<file path="config.mk">
export PLATFORM = sky130hd
export DESIGN_NAME = if_fetch_unit
export DESIGN_NICKNAME = d
export VERILOG_FILES = /design/src/rtl/if_pkg.sv /design/src/rtl/if_inst_fifo.sv /design/src/rtl/if_fetch_unit.sv
export SDC_FILE = /design/constraint.sdc
export NUM_CORES = 1
export LEC_CHECK = 0
export CAP_MARGIN = 20
export CORE_ASPECT_RATIO = 1.2
export CORE_MARGIN = 2
export CORE_UTILIZATION = 50
export CTS_CLUSTER_DIAMETER = 40
export DETAILED_ROUTE_END_ITERATION = 10
export GPL_TIMING_DRIVEN = 0
export MAX_ROUTING_LAYER = met4
export PLACE_DENSITY = 0.75
export SLEW_MARGIN = 5
export SYNTH_ARGS = -nofsm -noshare
export SYNTH_HDL_FRONTEND = slang
export SYNTH_SLANG_ARGS = --single-unit
</file>
<file path="constraint.sdc">
create_clock -name clk_i -period 13.9 [get_ports clk_i]
set_input_delay 2.78 -clock clk_i [delete_from_list [all_inputs] [get_ports clk_i]]
set_output_delay 2.78 -clock clk_i [all_outputs]
set_load 0.005 [all_outputs]
</file>
<file path="src/rtl/if_pkg.sv">
// Shared widths, defaults and helpers for the instruction fetch stage.
package if_pkg;
    localparam int INST_W = 32;
    localparam int ADDR_W = 32;
    localparam logic [ADDR_W-1:0] RESET_PC_DEFAULT = 32'h0000_0000;
    localparam logic [INST_W-1:0] NOP = 32'h0000_0000;

    function automatic logic [ADDR_W-1:0] word_align(input logic [ADDR_W-1:0] a);
        return {a[ADDR_W-1:2], 2'b00};
    endfunction
endpackage

</file>
<file path="src/rtl/if_inst_fifo.sv">
// DEPTH-entry queue of {pc4, inst} words with flush and occupancy count.
module if_inst_fifo
    import if_pkg::*;
#(
    parameter int DEPTH = 4,
    parameter int W     = INST_W + ADDR_W,
    parameter int CW    = $clog2(DEPTH) + 1
) (
    input  logic          clk_i,
    input  logic          rst_i,
    input  logic          flush_i,
    input  logic          push_i,
    input  logic [W-1:0]  push_data_i,
    input  logic          pop_i,
    output logic [W-1:0]  head_o,
    output logic [CW-1:0] count_o
);
    localparam int AW = $clog2(DEPTH);

    logic [W-1:0]  mem_q [DEPTH];
    logic [AW-1:0] wr_ptr_q, wr_ptr_d;
    logic [AW-1:0] rd_ptr_q, rd_ptr_d;
    logic [CW-1:0] count_q, count_d;
    logic          do_push, do_pop;

    always_comb begin
        do_pop  = pop_i && (count_q != '0);
        do_push = push_i && (count_q != CW'(DEPTH));
        if (flush_i) begin
            wr_ptr_d = '0;
            rd_ptr_d = '0;
            count_d  = '0;
        end else begin
            wr_ptr_d = wr_ptr_q + AW'(do_push);
            rd_ptr_d = rd_ptr_q + AW'(do_pop);
            count_d  = count_q + CW'(do_push) - CW'(do_pop);
        end
    end

    always_ff @(posedge clk_i or posedge rst_i) begin
        if (rst_i) begin
            wr_ptr_q <= '0;
            rd_ptr_q <= '0;
            count_q  <= '0;
        end else begin
            wr_ptr_q <= wr_ptr_d;
            rd_ptr_q <= rd_ptr_d;
            count_q  <= count_d;
        end
    end

    // Storage carries no reset; the head is only meaningful while count is non-zero.
    always_ff @(posedge clk_i) begin
        if (do_push && !flush_i) begin
            mem_q[wr_ptr_q] <= push_data_i;
        end
    end

    assign head_o  = mem_q[rd_ptr_q];
    assign count_o = count_q;
endmodule

</file>
<file path="src/rtl/if_fetch_unit.sv">
// Instruction fetch: PC, credit-limited imem requests, response queue, redirect flush.
// Optional same-cycle response bypass enabled by defining IF_FETCH_BYPASS_EN.
module if_fetch_unit
    import if_pkg::*;
#(
    parameter int                DEPTH    = 4,
    parameter logic [ADDR_W-1:0] RESET_PC = RESET_PC_DEFAULT
) (
    input  logic              clk_i,
    input  logic              rst_i,
    input  logic              stall_i,
    input  logic              redirect_i,
    input  logic [ADDR_W-1:0] redirect_pc_i,
    output logic              imem_req_o,
    output logic [ADDR_W-1:0] imem_addr_o,
    input  logic              imem_gnt_i,
    input  logic              imem_rvalid_i,
    input  logic [INST_W-1:0] imem_rdata_i,
    output logic              inst_valid_o,
    output logic [INST_W-1:0] inst_o,
    output logic [ADDR_W-1:0] pc4_o
);
    localparam int CW = $clog2(DEPTH) + 1;

    logic [ADDR_W-1:0]        fetch_pc_q, fetch_pc_d;
    logic [ADDR_W-1:0]        resp_pc_q, resp_pc_d;
    logic [CW-1:0]            outstanding_q, outstanding_d;
    logic [CW-1:0]            discard_q, discard_d;
    logic [CW-1:0]            fifo_count;
    logic [ADDR_W+INST_W-1:0] fifo_head;
    logic [CW:0]              credit_used;
    logic                     issue, resp_keep, fifo_empty, fifo_push, fifo_pop;

    if_inst_fifo #(.DEPTH(DEPTH)) u_fifo (
        .clk_i       (clk_i),
        .rst_i       (rst_i),
        .flush_i     (redirect_i),
        .push_i      (fifo_push),
        .push_data_i ({resp_pc_q + 32'd4, imem_rdata_i}),
        .pop_i       (fifo_pop),
        .head_o      (fifo_head),
        .count_o     (fifo_count)
    );

    always_comb begin
        fifo_empty  = (fifo_count == '0);
        // Queued entries plus in-flight words (stale ones included) bound the queue.
        credit_used = {1'b0, fifo_count} + {1'b0, outstanding_q};
        imem_req_o  = !rst_i && !redirect_i && (credit_used < (CW+1)'(DEPTH));
        issue       = imem_req_o && imem_gnt_i;
        resp_keep   = imem_rvalid_i && !redirect_i && (discard_q == '0);

        inst_valid_o = !fifo_empty;
        inst_o       = fifo_empty ? NOP : fifo_head[INST_W-1:0];
        pc4_o        = fifo_empty ? '0 : fifo_head[ADDR_W+INST_W-1:INST_W];
        fifo_push    = resp_keep;
        fifo_pop     = !redirect_i && !stall_i && !fifo_empty;
`ifdef IF_FETCH_BYPASS_EN
        if (resp_keep && fifo_empty) begin
            inst_valid_o = 1'b1;
            inst_o       = imem_rdata_i;
            pc4_o        = resp_pc_q + 32'd4;
            fifo_push    = stall_i;
        end
`endif

        fetch_pc_d    = fetch_pc_q;
        resp_pc_d     = resp_pc_q;
        outstanding_d = outstanding_q + CW'(issue) - CW'(imem_rvalid_i);
        discard_d     = discard_q;
        if (redirect_i) begin
            fetch_pc_d = word_align(redirect_pc_i);
            resp_pc_d  = word_align(redirect_pc_i);
            discard_d  = outstanding_d;
        end else begin
            if (issue) fetch_pc_d = fetch_pc_q + 32'd4;
            if (resp_keep) resp_pc_d = resp_pc_q + 32'd4;
            if (imem_rvalid_i && (discard_q != '0)) discard_d = discard_q - 1'b1;
        end
    end

    always_ff @(posedge clk_i or posedge rst_i) begin
        if (rst_i) begin
            fetch_pc_q    <= RESET_PC;
            resp_pc_q     <= RESET_PC;
            outstanding_q <= '0;
            discard_q     <= '0;
        end else begin
            fetch_pc_q    <= fetch_pc_d;
            resp_pc_q     <= resp_pc_d;
            outstanding_q <= outstanding_d;
            discard_q     <= discard_d;
        end
    end

    assign imem_addr_o = fetch_pc_q;
endmodule

</file>
==> summary.md, run 1 <==
| Metric | Value |
|---|---|
| Crit Path Max Fanout | 14 |
| DP Wirelength | between 20,000 and 25,000 µm |
| Critical Path Source | rst_i |
| # setup viols final | 0 |
| Post-CTS Hold Fix Bufs | 0 |
| Status | finished, final reports clean |
| Largest family of logic cells by synthesized area | simple AND/OR/NAND/NOR gates |
| RSZ-0062 raised after global routing | false |
| Slew Viols, Final | 0 |
| Worst Setup End Kind | primary output |
| #FFs+latches synth | roughly 320 |
| Post-Synthesis Cells | approximately 900 |
| Fin crit share | approximately half |
| Post-CTS resize count | 0 |
| Die area | 29,400 µm² |
| Post-layout util | between 60% and 70% |
| Tightest Pin Transition | 1.05 ns |
| Slew headroom | 29.4% |
| Antenna violations before repair | 1 |
| Final WL | 29,800 µm |
| Vias in the first global route | 8,446 |
| Setup Crit Path Kind | input pin to primary output |
| Synth top cells by count | 248 x edfxtp_1, 73 x dfrtp_1, 66 x nor2b_1 |
| Worst hold path type | flip-flop to flip-flop |
| Worst-Skew Late Latency | 0.52 ns |
| CP peak stage delay | 0.49 ns |
| # H-tree levels | 2 |
| Clock Skews | 0.0277 ns |
| Async set-reset flop share out of synthesis | 22.7% |
| Critical path's top delay family | buffers and inverters |
| CTS tree | done |
| Postcts setup bufs | 0 |
| Post-Syn Area | 14,000 µm² |
| Fmax | ~150 MHz |
| Fillcell total | 1,999 |
| Remaining global-route overflow | 0 |
| Finished Layout Cells | 1,529 |
| Via count | 8,293 |
| Core box area | 27,700 µm² |
| CTS Buffer Depth | 3 |
| Initial core utilization | 50.6% |
| Synthesized area per cell | 15.5 µm² |
| Largest net degree at the start of global routing | 63 |
| Die height | 188 µm |
| Reg2reg end | u_fifo.mem_q[0][19] |
| Crit path cell chain | clkdlybuf4s50_1 -> inv_4 -> and3_1 -> clkdlybuf4s50_1 |
| CTS Buf Count | 37 |
| DRT Pass-1 Iters | 5 |
| Critical-path top delay cell | clkdlybuf4s50_1 |
| Critical Path AT | between 4 and 5 ns |
| Worst EP required | 11.12 ns |
| # rows | 67 |
| Placed Instances | 1,460 |
| Final nets | 1,204 |
| Mux contribution to synthesized area | 11.0% |
| Clock-pin slew on the worst setup and hold paths | 0.06 ns |
| CP bufs+invs | 3 |
| Most frequent cell after synthesis | edfxtp_1 |
| Pleak | 5.96 nW |
| Power Dens Cells | 155 nW/µm² |
| Port Buffers | 160 |
| Iter 0 DRT Violations | 459 |
| Area contributors post-synth | edfxtp_1 53%, dfrtp_1 13%, mux4_2 9.9% |
| Startpoint types | input pin |
| Worst r2r src | discard_q[0] |
| Synth Area in Simple Gates | roughly an eighth |
| Seq/Total Area, Yosys | 66.0% |
| Hold Path Sink | outstanding_q[2] |
| Post-synthesis compound-gate area fraction | 2.74% |
| Die W | between 150 and 200 µm |
| Post-synthesis cell type count | 53 |
| MaxCap Viol Count | 0 |
| Flop-to-flop setup slack | 10.43 ns |
| Final ANT Viol Nets | 0 |
| Hold Startpoint | outstanding_q[2] |
| VDD IR max | 0.0946 mV |
| Final TNS setup | 0 ns |
| Final hold violations | 0 |
| Synth Area in Adders | 1.35% |
| TritonCTS Sinks | 321 |
| Post-synth top area share | around 53% |
| Vias/cell | between 5 and 6 |
| # DRC | 0 |
| Area leader, netlist | edfxtp_1 |
| IO Count | 168 |
| Cell chosen for the clock root | clkbuf_16 |
| Ratio of cells with drive above 1 in the final layout | ~16% |
| RD Place Congestion | roughly 0.92 |
| Avg WL per Cell | 19.5 µm |
| Prevailing post-synth register cell | edfxtp_1 |
| Hold Crit Depth | 1 |
| Reg2reg path depth | 9 |
| Synthesis warning total | 0 |
| Syn-to-layout area delta | 25.4% |
| Final Critical Period | 6.85 ns |
| Worst path most repeated cell | clkdlybuf4s50_1 |
| Global-route usage over all layers | 21.3% |
| First-pass GRT wire length | 46,700 µm |
| Number of synthesized flops with an enable pin | 248 |
| XOR/XNOR share of the synthesized area | under 10% |
-- layout make-up --
| cell class | instances | area [µm²] | share of cell area [%] |
|---|---|---|---|
| plain buffers | 49 | 231 | 1.31 |
| clock inverters | 24 | 249 | 1.41 |
| diodes | 1 | 2.50 | 0.0142 |
| multi-input cells | 519 | 4510 | 25.6 |
| repair buffers | 174 | 1790 | 10.2 |
| clock buffers | 44 | 1000 | 5.71 |
| inverters | 18 | 70.1 | 0.398 |
| well taps | 379 | 474 | 2.69 |
| flip-flops and latches | 321 | 9270 | 52.7 |
-- where the power goes --
group	switching (mW)	leakage, nW	internal (mW)	total, mW
Combinational	0.283	2.26	0.332	0.614
Sequential	0.0435	3.10	1.10	1.14
Clock	0.390	0.601	0.584	0.974
-- worst max path at each step --
stage	depth (start not counted)	endpoint	slack, ns
after global placement	4	u_fifo.mem_q[0][29]	0.74
after floorplan	3	u_fifo.mem_q[0][0]	5.16
final	4	imem_req_o	7.05
after global routing	4	imem_req_o	6.94
after CTS	4	imem_req_o	7.02
after detailed placement	4	imem_req_o	7.02
-- state kept, by name, indices dropped and copies added, names as in the netlist --
register	count
discard_q	3
imem_addr_o	30
outstanding_q	3
resp_pc_q	30
u_fifo.count_o	3
u_fifo.mem_q	248
u_fifo.rd_ptr_q	2
u_fifo.wr_ptr_q	2
-- layout by cell type, fill, tap and decap left out, drive strengths merged, types with 13 or more instances in the layout --
master         count
a21boi            18
buf               29
clkbuf            78
clkdlybuf4s50    160
dfrtp             73
edfxtp           248
inv               26
mux4              62
nand2             58
nand3             34
nand4             26
nor2              26
nor2b             66
nor3              13
nor4              16
o21ai             21
xnor2             47
xor2              32
-- metrics by stage --
stage	power, mW	area (µm²)	hold slack (ns)	worst slack, ns
6_report	2.73	17600	0.515	7.05
5_1_grt	2.86	17600	0.558	6.94
4_1_cts	2.76	17600	0.517	7.02
3_5_place_dp	1.79	16300	0.506	7.02
3_3_place_gp	1.77	16100	0.501	0.744
2_1_floorplan	1.47	14100	0.472	5.16
-- kinds of logic (layout without fill, tap and decap cells) --
family	count (synthesis)	in the layout
xor+xnor	79	79
other cells	1	5
flops	321	321
buf+inv	67	309
fa+ha+maj	14	14
simple gates	287	287
mux	76	76
compound gates	59	59
-- metal layers --
metal / part of all wire [%] / vias up / GRT usage, %
met5: 0 / - / -
met3: 4.9 / 61 / 3.30
met4: 2.9 / 0 / 7.27
met1: 42 / 4104 / 27.4
met2: 50 / 274 / 34.8
li1: - / 3854 / -
Power figures use the tool's default switching activity.
==> run 2, diff against run 1 <==
PLACE_DENSITY = 0.78   (was 0.75)
clock period = 5.8 ns   (was 13.9 ns; I/O delays follow)
==> run 2 against run 1 <==
Sequential share of layout area is 0.31 points lower. Critical path depth up 1. Non-clock buffer count fell by 4. Core utilization up 0.37 points. Critical endpoint is now inst_o[30]. Cell count unchanged.
==> summary.md, run 2 (synthesis results as in run 1) <==
| Metric | Value |
|---|---|
| Status | finished, final reports clean |
| CP peak stage delay | 0.72 ns |
| Fin crit share | 72.3% |
| Final hold violations | 0 |
| Switching Share | 26.5% |
| Remaining global-route overflow | 0 |
| # setup viols final | 0 |
| Slew Viols, Final | 0 |
| Antenna violations before repair | 0 |
| Max reg flops | 248 |
| Switch Pwr | about 1.8 mW |
| Commonest non-fill, non-tap cells in the layout | 248 x edfxtp_1, 160 x clkdlybuf4s50_1, 73 x dfrtp_1 |
| Cell chosen for the clock root | clkbuf_16 |
| Placed Instances | 1,456 |
| Clock share of power | 36.8% |
| RD Place Congestion | ~0.89 |
| # DRC | 0 |
| Worst-Skew Late Latency | between 0.5 and 0.6 ns |
| Final WL | just over 30,000 µm |
| DRT Pass-1 Iters | 5 |
| RSZ-0062 raised after global routing | false |
| CTS Buf Count | 40 |
| PnR worst setup slack | 1.61 ns |
| Ratio of cells with drive above 1 in the final layout | between 15 and 20% |
| Iter 0 DRT Violations | 422 |
| Die W | 157 µm |
| Global-route usage over all layers | 21.6% |
| Post-CTS resize count | 0 |
| Fmax | 239 MHz |
| Crit Path Max Fanout | 10 |
| Avg WL per Cell | 19.8 µm |
| Slew headroom | between 30% and 40% |
| Startpoint types | flip-flop |
| Hold Startpoint | outstanding_q[2] |
| Final nets | around 1,200 |
| Worst Setup End Kind | primary output |
| Clock Skews | roughly 0.019 ns |
| Vias in the first global route | 8,808 |
| DP Wirelength | about 21,000 µm |
| Critical Path Source | u_fifo.count_o[1] |
| Critical-path top delay cell | nor3_2 |
| Area after DPL | 16,400 µm² |
| Pleak | 5.99 nW |
| Sequential share of power | 41.0% |
| Crit path cell chain | nor3_2 -> buf_6 -> clkbuf_1 -> nor2b_1 -> clkdlybuf4s50_1 |
| Setup Crit Path Kind | flip-flop to primary output |
| Post-layout util | approximately 64% |
| Die height | 188 µm |
| Port Buffers | 160 |
| Diode count | 0 |
| # H-tree levels | 2 |
| Pint | 4.91 mW |
| Cell area after layout | 17,700 µm² |
| Critical Path AT | between 3 and 4 ns |
| Postcts setup bufs | 0 |
| Vias/cell | 5.43 |
| Fillcell total | ~2,000 |
| Final TNS setup | 0 ns |
| # rows | 67 |
| Worst EP required | 4.64 ns |
| Total chip power | 6.68 mW |
| CTS Buffer Depth | 3 |
| Clock-pin slew on the worst setup and hold paths | 0.06 ns |
| Finished Layout Cells | 1,529 |
| Final ANT Viol Nets | 0 |
| Power Dens Cells | 377 nW/µm² |
| Die area | 29,400 µm² |
| Initial core utilization | 50.6% |
| Final Critical Period | 4.19 ns |
| Worst hold path type | flip-flop to flip-flop |
| CTS tree | done |
| Reg with most FFs | u_fifo.mem_q |
| VDD IR max | 0.234 mV |
| WHS | 0.535 ns |
| Via count | a little over 8,000 |
| First-pass GRT wire length | between 40,000 and 50,000 µm |
| Worst r2r src | u_fifo.count_o[1] |
| Tightest Pin Transition | about 1.0 ns |
| IO Count | 168 |
| TritonCTS Sinks | between 300 and 400 |
| MaxCap Viol Count | 0 |
| Post-CTS Hold Fix Bufs | 0 |
| Syn-to-layout area delta | 26.1% |
| Core box area | 27,700 µm² |
| Logic pwr share | 22.2% |
| Dpl ws | about 1.4 ns |
| Largest net degree at the start of global routing | 60 |
| Most common cell after layout, fill and taps aside | edfxtp_1 |
-- run 2: changes by cell type in the layout (fill, tap and decap cells not counted), sizes merged --
cell,previous run,this run
clkbuf,78,79
diode,1,0
buf,29,25
clkinv,8,14
clkinvlp,5,4
inv,26,25
-- run 2: final cells by class --
cell class / instances / area [µm²] / share of cell area [%]
plain buffers: 49 / 231 / 1.31
clock buffers: 45 / 1060 / 6.00
clock inverters: 28 / 282 / 1.59
inverters: 18 / 70.1 / 0.396
multi-input cells: 519 / 4510 / 25.5
flip-flops and latches: 321 / 9270 / 52.4
well taps: 379 / 474 / 2.68
repair buffers: 170 / 1800 / 10.2
-- run 2: metal layers --
layer / routed length [µm] / track usage, % / vias up / part of all wire (%)
li1: - / - / 3858 / -
met1: 12400 / 26.8 / 4126 / 41
met2: 15500 / 36.5 / 260 / 51
met3: 1540 / 3.40 / 64 / 5.1
met4: 835 / 7.02 / 0 / 2.8
met5: 0 / - / - / 0
-- run 2: path summary, 6_finish.rpt --
path / to / slack [ns] / cells after the start
worst max-delay path: inst_o[30] / 1.61 / 5
worst min-delay path: outstanding_q[2] / 0.54 / 1
worst max register to register: discard_q[2] / 2.28 / 15
worst min register to register: outstanding_q[2] / 0.54 / 1
max in group asynchronous: resp_pc_q[14] / 4.30 / 3
min in group asynchronous: outstanding_q[1] / 0.91 / 2
-- run 2: power groups by stage --
| stage | combinational, mW | sequential (mW) | clock, mW |
|---|---|---|---|
| after floorplan | 0.756 | 2.76 | 0 |
| after global placement | 1.45 | 2.78 | 0 |
| after detailed placement | 1.50 | 2.78 | 0 |
| after CTS | 1.51 | 2.74 | 2.51 |
| after global routing | 1.62 | 2.75 | 2.61 |
| final | 1.48 | 2.74 | 2.46 |
-- run 2: worst max-delay path: cells and delay by family, from the launching register on --
family | cells | cell delay [ns]
simple gates | 2 | 0.86
flops | 1 | 0.46
buf+inv | 3 | 1.18
